<file path="config.mk">
export PLATFORM = sky130hd
export DESIGN_NAME = gf180mcu_fd_io__seg_seq
export DESIGN_NICKNAME = d
export VERILOG_FILES = /design/src/rtl/gf180mcu_fd_io__seg_seq_pkg.sv /design/src/rtl/gf180mcu_fd_io__seg_seq_tmr.sv /design/src/rtl/gf180mcu_fd_io__seg_seq.sv
export SDC_FILE = /design/constraint.sdc
export NUM_CORES = 1
export LEC_CHECK = 0
export ABC_AREA = 1
export ABC_CLOCK_PERIOD_IN_PS = 2100
export CAP_MARGIN = 20
export CORE_UTILIZATION = 56
export DETAILED_ROUTE_END_ITERATION = 12
export PLACE_DENSITY = 0.79
export SLEW_MARGIN = 40
export SYNTH_ARGS = -nofsm -noshare
export SYNTH_HDL_FRONTEND = slang
export SYNTH_SLANG_ARGS = --single-unit
</file>
<file path="constraint.sdc">
create_clock -name CLK -period 2.1 [get_ports CLK]
set_clock_uncertainty 0.05 [all_clocks]
set_input_delay 0.42 -clock CLK [delete_from_list [all_inputs] [get_ports CLK]]
set_output_delay 0.42 -clock CLK [all_outputs]
set_load 0.02 [all_outputs]
</file>
<file path="src/rtl/gf180mcu_fd_io__seg_seq_pkg.sv">
// Shared types and sizing helpers for the pad-ring segment sequencer.
package gf180mcu_fd_io__seg_seq_pkg;

  localparam int NSEG_MAX   = 32;
  localparam int SETTLE_MIN = 1;

  typedef enum logic [1:0] {
    OFF  = 2'd0,
    UP   = 2'd1,
    ON   = 2'd2,
    DOWN = 2'd3
  } state_t;

  function automatic int cnt_width(input int settle);
    int s;
    s = (settle < SETTLE_MIN) ? SETTLE_MIN : settle;
    return $clog2(s + 1);
  endfunction

  function automatic int lvl_width(input int nseg);
    int n;
    n = (nseg < 1) ? 1 : ((nseg > NSEG_MAX) ? NSEG_MAX : nseg);
    return $clog2(n + 1);
  endfunction

endpackage

</file>
<file path="src/rtl/gf180mcu_fd_io__seg_seq_tmr.sv">
// Reloadable settle down-counter; zero flags the end of a settle interval.
module gf180mcu_fd_io__seg_seq_tmr #(
  parameter int SETTLE_CYC = 16,
  parameter int CW         = 5
) (
  input  logic clk,
  input  logic rst,
  input  logic clr,
  input  logic load,
  input  logic en,
  output logic zero
);

  localparam logic [CW-1:0] RELOAD = CW'(SETTLE_CYC - 1);

  logic [CW-1:0] cnt;

  always_ff @(posedge clk) begin
    if (rst || clr) begin
      cnt <= '0;
    end else if (load) begin
      cnt <= RELOAD;
    end else if (en && !zero) begin
      cnt <= cnt - CW'(1);
    end
  end

  assign zero = (cnt == '0);

endmodule

</file>
<file path="src/rtl/gf180mcu_fd_io__seg_seq.sv">
// Pad-ring power sequencer: thermometer segment enables, staged up/down.
// Optional power-good abort enabled by GF180MCU_FD_IO_SEG_SEQ_PWRGOOD_EN.
module gf180mcu_fd_io__seg_seq
  import gf180mcu_fd_io__seg_seq_pkg::*;
#(
  parameter int NSEG       = 4,
  parameter int SETTLE_CYC = 16
) (
  input  logic            CLK,
  input  logic            RST,
  input  logic            START,
  input  logic            STOP,
`ifdef GF180MCU_FD_IO_SEG_SEQ_PWRGOOD_EN
  input  logic            PWR_GOOD,
  output logic            FAULT,
`endif
  output logic [NSEG-1:0] SEG_EN,
  output logic            BUSY,
  output logic            READY
);

  localparam int              LW      = lvl_width(NSEG);
  localparam int              CW      = cnt_width(SETTLE_CYC);
  localparam logic [LW-1:0]   LVL_TOP = LW'(NSEG);

  state_t        state, state_nxt;
  logic [LW-1:0] lvl, lvl_nxt, lvl_dn;
  logic          step_down;
  logic          tmr_load, tmr_clr, tmr_zero;
  logic          pg_fail, start_ok;

  function automatic logic [NSEG-1:0] therm(input logic [LW-1:0] l);
    logic [NSEG-1:0] t;
    for (int i = 0; i < NSEG; i++) t[i] = (i < int'(l));
    return t;
  endfunction

`ifdef GF180MCU_FD_IO_SEG_SEQ_PWRGOOD_EN
  // Power loss while segments are live drops everything at once, no staging.
  assign pg_fail  = !PWR_GOOD && (state == UP || state == ON);
  assign start_ok = START && !FAULT;

  always_ff @(posedge CLK) begin
    if (RST) begin
      FAULT <= 1'b0;
    end else if (pg_fail) begin
      FAULT <= 1'b1;
    end
  end
`else
  assign pg_fail  = 1'b0;
  assign start_ok = START;
`endif

  always_comb begin
    state_nxt = state;
    lvl_nxt   = lvl;
    tmr_load  = 1'b0;
    tmr_clr   = 1'b0;
    step_down = 1'b0;
    lvl_dn    = lvl - LW'(1);
    if (pg_fail) begin
      state_nxt = OFF;
      lvl_nxt   = '0;
      tmr_clr   = 1'b1;
    end else begin
      case (state)
        OFF: begin
          if (start_ok && !STOP) begin
            state_nxt = UP;
            lvl_nxt   = LW'(1);
            tmr_load  = 1'b1;
          end
        end
        UP: begin
          if (STOP) begin
            step_down = 1'b1;
          end else if (tmr_zero) begin
            if (lvl == LVL_TOP) begin
              state_nxt = ON;
            end else begin
              lvl_nxt  = lvl + LW'(1);
              tmr_load = 1'b1;
            end
          end
        end
        ON: begin
          if (STOP) step_down = 1'b1;
        end
        DOWN: begin
          // STOP outranks START, and STOP alone is already what DOWN is doing.
          if (start_ok && !STOP) begin
            state_nxt = UP;
            lvl_nxt   = lvl + LW'(1);
            tmr_load  = 1'b1;
          end else if (tmr_zero) begin
            step_down = 1'b1;
          end
        end
        default: state_nxt = OFF;
      endcase
      // Clearing the last segment lands directly in OFF on the same edge.
      if (step_down) begin
        lvl_nxt = lvl_dn;
        if (lvl_dn == '0) begin
          state_nxt = OFF;
          tmr_clr   = 1'b1;
        end else begin
          state_nxt = DOWN;
          tmr_load  = 1'b1;
        end
      end
    end
  end

  always_ff @(posedge CLK) begin
    if (RST) begin
      state  <= OFF;
      lvl    <= '0;
      SEG_EN <= '0;
      BUSY   <= 1'b0;
      READY  <= 1'b0;
    end else begin
      state  <= state_nxt;
      lvl    <= lvl_nxt;
      SEG_EN <= therm(lvl_nxt);
      BUSY   <= (state_nxt == UP) || (state_nxt == DOWN);
      READY  <= (state_nxt == ON);
    end
  end

  gf180mcu_fd_io__seg_seq_tmr #(
    .SETTLE_CYC (SETTLE_CYC),
    .CW         (CW)
  ) u_tmr (
    .clk  (CLK),
    .rst  (RST),
    .clr  (tmr_clr),
    .load (tmr_load),
    .en   ((state == UP) || (state == DOWN)),
    .zero (tmr_zero)
  );

endmodule

</file>
==> results of run 1 <==
-- area by class of cell --
type / count / share of cell area
clock buffers: 4 / 0.0287
inverters: 34 / 0.105
multi-input cells: 111 / 0.549
repair buffers: 9 / 0.0711
flip-flops and latches: 14 / 0.221
well taps: 25 / 0.0247
-- layer usage --
layer | track usage | routed length (um) | vias to the layer above
met5 | 0 | 0 | -
met4 | 0.0914 | 34 | 0
met3 | 0.0346 | 73 | 7
met2 | 0.406 | 979 | 25
met1 | 0.277 | 980 | 444
li1 | - | - | 515
-- sequential cells by signal, indices dropped and copies added, names as in the netlist --
name	cells
BUSY	1
SEG_EN	4
lvl	2
u_tmr.cnt	5
READY	1
state	1
-- through the flow --
step / setup slack [ns] / area (sq um) / hold slack (ns) / cells / utilization
floorplan: 0.381 / 1130 / 0.439 / 161 / -
global placement: 0.120 / 1230 / 0.489 / 193 / 0.683
detailed placement: 0.0762 / 1230 / 0.492 / 193 / 0.683
CTS: 0.210 / 1270 / 0.507 / 197 / 0.703
global route: 0.128 / 1270 / 0.547 / 197 / 0.703
finish: 0.207 / 1270 / 0.505 / 197 / 0.703
-- cell families (layout without fill, tap and decap cells) --
| logic type | count (synthesis) | in the layout |
|---|---|---|
| flip-flops | 14 | 14 |
| AO/OA/AOI/OAI | 13 | 13 |
| XOR/XNOR | 3 | 3 |
| adder cells (fa/ha/maj) | 11 | 11 |
| buffers and inverters | 36 | 47 |
| AND/OR/NAND/NOR | 84 | 84 |
-- cells in the mapped netlist (all sizes together) --
master	count
ha	11
nand4	3
inv	33
a31oi	1
clkinv	1
buf	2
xor2	2
nor3	1
nand2	48
xnor2	1
nand3	12
o21ai	6
a21oi	4
dfxtp	14
nor2	20
a22oi	1
o21bai	1
-- path summary, 6_finish.rpt --
| kind | endpoint | cells after the start |
|---|---|---|
| max | SEG_EN[3] | 1 |
| min reg2reg | state[1] | 2 |
| max reg2reg | SEG_EN[2] | 12 |
| min | state[1] | 2 |
-- power breakdown --
group / total (mW) / internal [mW] / switching (mW) / leakage (nW)
Sequential: 0.317 / 0.295 / 0.0222 / 0.115
Clock: 0.195 / 0.106 / 0.0897 / 0.0210
Combinational: 0.307 / 0.112 / 0.195 / 0.541
==> results.toml, run 1 <==
[run_status]
outcome = "complete, no violations"

[worst_setup_path]
critPathMaxFanout = 7
rr_startpoint = "BUSY"
cp_data_required_time_ns = 1.63
crit_buf_inv = 1
critPathArrivalTime_ns = 1.42
slowest_delay_ns = 0.66
path_class = "reg -> out"
reg2reg_slack_ns = 0.33
crit_slowest_cell = "clkdlybuf4s50_1"
critPathLaunchType = "flop"
critical-path-top-delay-family = "buffers and inverters"
worstPathCellList = "clkdlybuf4s50_1"
end_kind = "primary output"
timing.critical_path.from = "SEG_EN[3]"

[timing]
slew_violations = 0
fmax_mhz = 528
setup-tns-final_ns = 0
tightest_slew_ns = 0.291
post-route-min-period_ns = 1.89
finalCritPeriodShare = 0.901
maxSlewHeadroom = 0.805
setup_viol = 0
rsz0062_at_grt = "no"
final_hold_viol_count = 0

[grt]
grt.total_usage = 0.229
overflow = 0
antenna_found_initial = 0
grt_max_degree = 9
grt_pass1_wl_um = 3590
grt_pass1_vias = 880

[detailed_routing]
firstDrtPassIters = 4
drc = 0
viasPerCell = 5.03
wire_per_inst_um = 10.5
initialDrtViolationCount = 29
num_vias = 991
wl_um = 2070
ant_nets = 0

[yosys]
yosys.area_share.simple = 0.392
synth_xor_area_frac = 0.0233
synthAdderAreaFrac = 0.122
synth_top_area_frac = 0.249
synth_compound_area_frac = 0.0799
yosysWarnings = 0
syn_area_sq_mm = 0.00113
synth_top_family_by_area = "simple AND/OR/NAND/NOR gates"
syn-mean-instance-area_sq_um = 7.00
seq_area_frac_synth = 0.249
synthCells = 161
synthDistinctLibCells = 26
synth_area_leader_cell = "dfxtp_1"
synthMuxAreaShare = 0
ys_ff_latch = 14
synth_area_leaders = "dfxtp_1 (25%), nand2_1 (12%), ha_1 (12%)"
syn-num-nets = 176

[floorplanning]
io_pins = 10
die_height_um = 46.9
start_util = 0.626
die_x_um = 46.9
dieArea_sq_mm = 0.00220
rows = 15
core_area_sq_mm = 0.00180

[clock_network]
postCtsSetupRepairBufs = 0
numCtsBuffers = 3
cts_tree = "built"
cts.path.max_buffers = 2
clock_tree.root_cell = "clkbuf_4"
cts_hold_buf = 0
cts.sinks = 14
clkTransAtPathRegs_ns = 0.08
htreeDepth = 1
insertion_delay_ns = 0.28
postCtsResizedCells = 0

[finish]
final_common_cell = "nand2_1"
syn_to_final_growth_pct = 12.3
final_nets = 188
seqCellArea_sq_um = 280
layout_common_cells = "nand2_1 (37), inv_1 (27), dfxtp_1 (14)"
drive_gt1_frac = 0.209
multiInputGateArea_sq_um = 696
fillCellCount = 150
n_antenna_cell = 0

[power]
finalPower_mw = 0.820
vdd_drop_max_v = 0.000569
power_density_mw_per_mm2 = 647
p_leak_nw = 0.676

[placement]
hpwl_um = 1680
routabilityCongestion = 0.870
portBuffers = 9

[min_path]
hold_path.startpoint = "state[1]"
min_path_type = "reg -> reg"

[run]
cap_violations = 0
(Power assumes the default switching activity.)
==> run 2, diff against run 1 <==
--- a/config.mk
+++ b/config.mk
@@ -6,7 +6,6 @@
 export NUM_CORES = 1
 export LEC_CHECK = 0
 export ABC_AREA = 1
-export ABC_CLOCK_PERIOD_IN_PS = 2100
 export CAP_MARGIN = 20
 export CORE_UTILIZATION = 56
 export DETAILED_ROUTE_END_ITERATION = 12
==> results of run 2 <==
Same layout as run 1: the final DEF is identical, and so are final timing and power.
==> patch, RTL diff (config.mk and constraints of run 2) <==
The option `GF180MCU_FD_IO_SEG_SEQ_PWRGOOD_EN` is turned on by a define.
--- a/src/rtl/gf180mcu_fd_io__seg_seq.sv
+++ b/src/rtl/gf180mcu_fd_io__seg_seq.sv
@@ -2,2 +2,4 @@
 // Optional power-good abort enabled by GF180MCU_FD_IO_SEG_SEQ_PWRGOOD_EN.
+`define GF180MCU_FD_IO_SEG_SEQ_PWRGOOD_EN
+
 module gf180mcu_fd_io__seg_seq
Interface: changed (added FAULT and PWR_GOOD); port bits go from 10 to 12. The function was not compared with the original's and may differ.
==> patch against run 2 <==
  * Sequential cell count grew 1
  * Routed wire length grew 22%
  * Worst hold slack gained 0.0053 ns
  * Power grew 12%
  * Synthesized area grew 1.7%
  * Setup slack lost 0.068 ns
  * First-iteration DRC count shrank 24%
  * Cell area grew 5.1%
  * Critical path depth is the same
  * Largest cell class unchanged
==> patch: results (changes against run 2) <==
* Pre-CTS setup slack at 0.0165 ns (-0.0597 ns)
* Max Fanout on Critical Path at 8 (+1)
* Tot GR Track Use at 24.4% (+1.4 points)
* First-pass GRT wire length at 3770 um (+5.2%)
* Outcome: completed
* Layout Nets at 199 (+5.9%)
* M2 GR Usage at 40.3% (-0.28 points)
* Vias at 1,088 (+9.8%)
* Regs by FF count: u_tmr.cnt (5), SEG_EN (4)
* Cell count of the worst reg-to-reg path at 8 (-4)
* Mean Syn Cell Area at 6.95 um2 (-0.80%)
* Hold Crit Start: FAULT$_SDFFE_PP0P_
* Metal3 WL at 35 um (-52%)
* VDD IR max at 0.483 mV (-15%)
* RD Place Congestion at 0.957 (+10%)
* Post-DP HPWL at 2010 um (+20%)
* Slew headroom at 75.7% (-4.9 points)
* R2R Setup Slk at 0.30 ns (-0.03 ns)
* Vias per std cell at 5.21 (+3.5%)
* 1st-iter DRT viols at 22 (-24%)
* Layout cell share with drive strength beyond 1 at 14.3% (-6.6 points)
* Synth cell types at 30 (+15%)
* RR Startpoint: state[1]$_SDFF_PP0_
* PortBufs at 11 (+2)
* Area post-placement at 1310 um2 (+6.1%)
* Largest cells by area after synthesis: dfxtp_1, ha_1, nand2_1
* Routing usage on met3 at 3.08% (-0.38 points)
* Sequential area share after synthesis at 26.2% (+1.3 points)
-- patch: changes by cell type in the layout (fill, tap and decap cells not counted), sizes merged, moves of 3 or more --
cell          run 2  this run
nor2             20        15
nand2            48        43
inv              33        30
a21oi             4        10
buf               0         4
-- patch: logic make-up (layout without fill, tap and decap cells) --
group	after synthesis	in the layout	synth area share, %
buffers and inverters	33	50	11.6
adder cells (fa/ha/maj)	11	11	12.0
AND/OR/NAND/NOR	79	79	34.5
flip-flops	15	15	26.2
XOR/XNOR	5	5	3.82
AO/OA/AOI/OAI	22	22	11.9
-- patch: layout make-up --
type	instances	area, um2	area share [%]
Multi-Input combinational cell	117	713	53.6
Sequential cell	15	300	22.6
Tap cell	27	33.8	2.54
Inverter	31	118	8.83
Clock buffer	4	26.3	1.97
Timing Repair Buffer	15	140	10.5
-- patch: report_power, final --
part	switching (mW)	total (mW)	internal, mW
logic	0.255	0.405	0.150
registers	0.0243	0.345	0.321
clock network	0.0898	0.163	0.0737
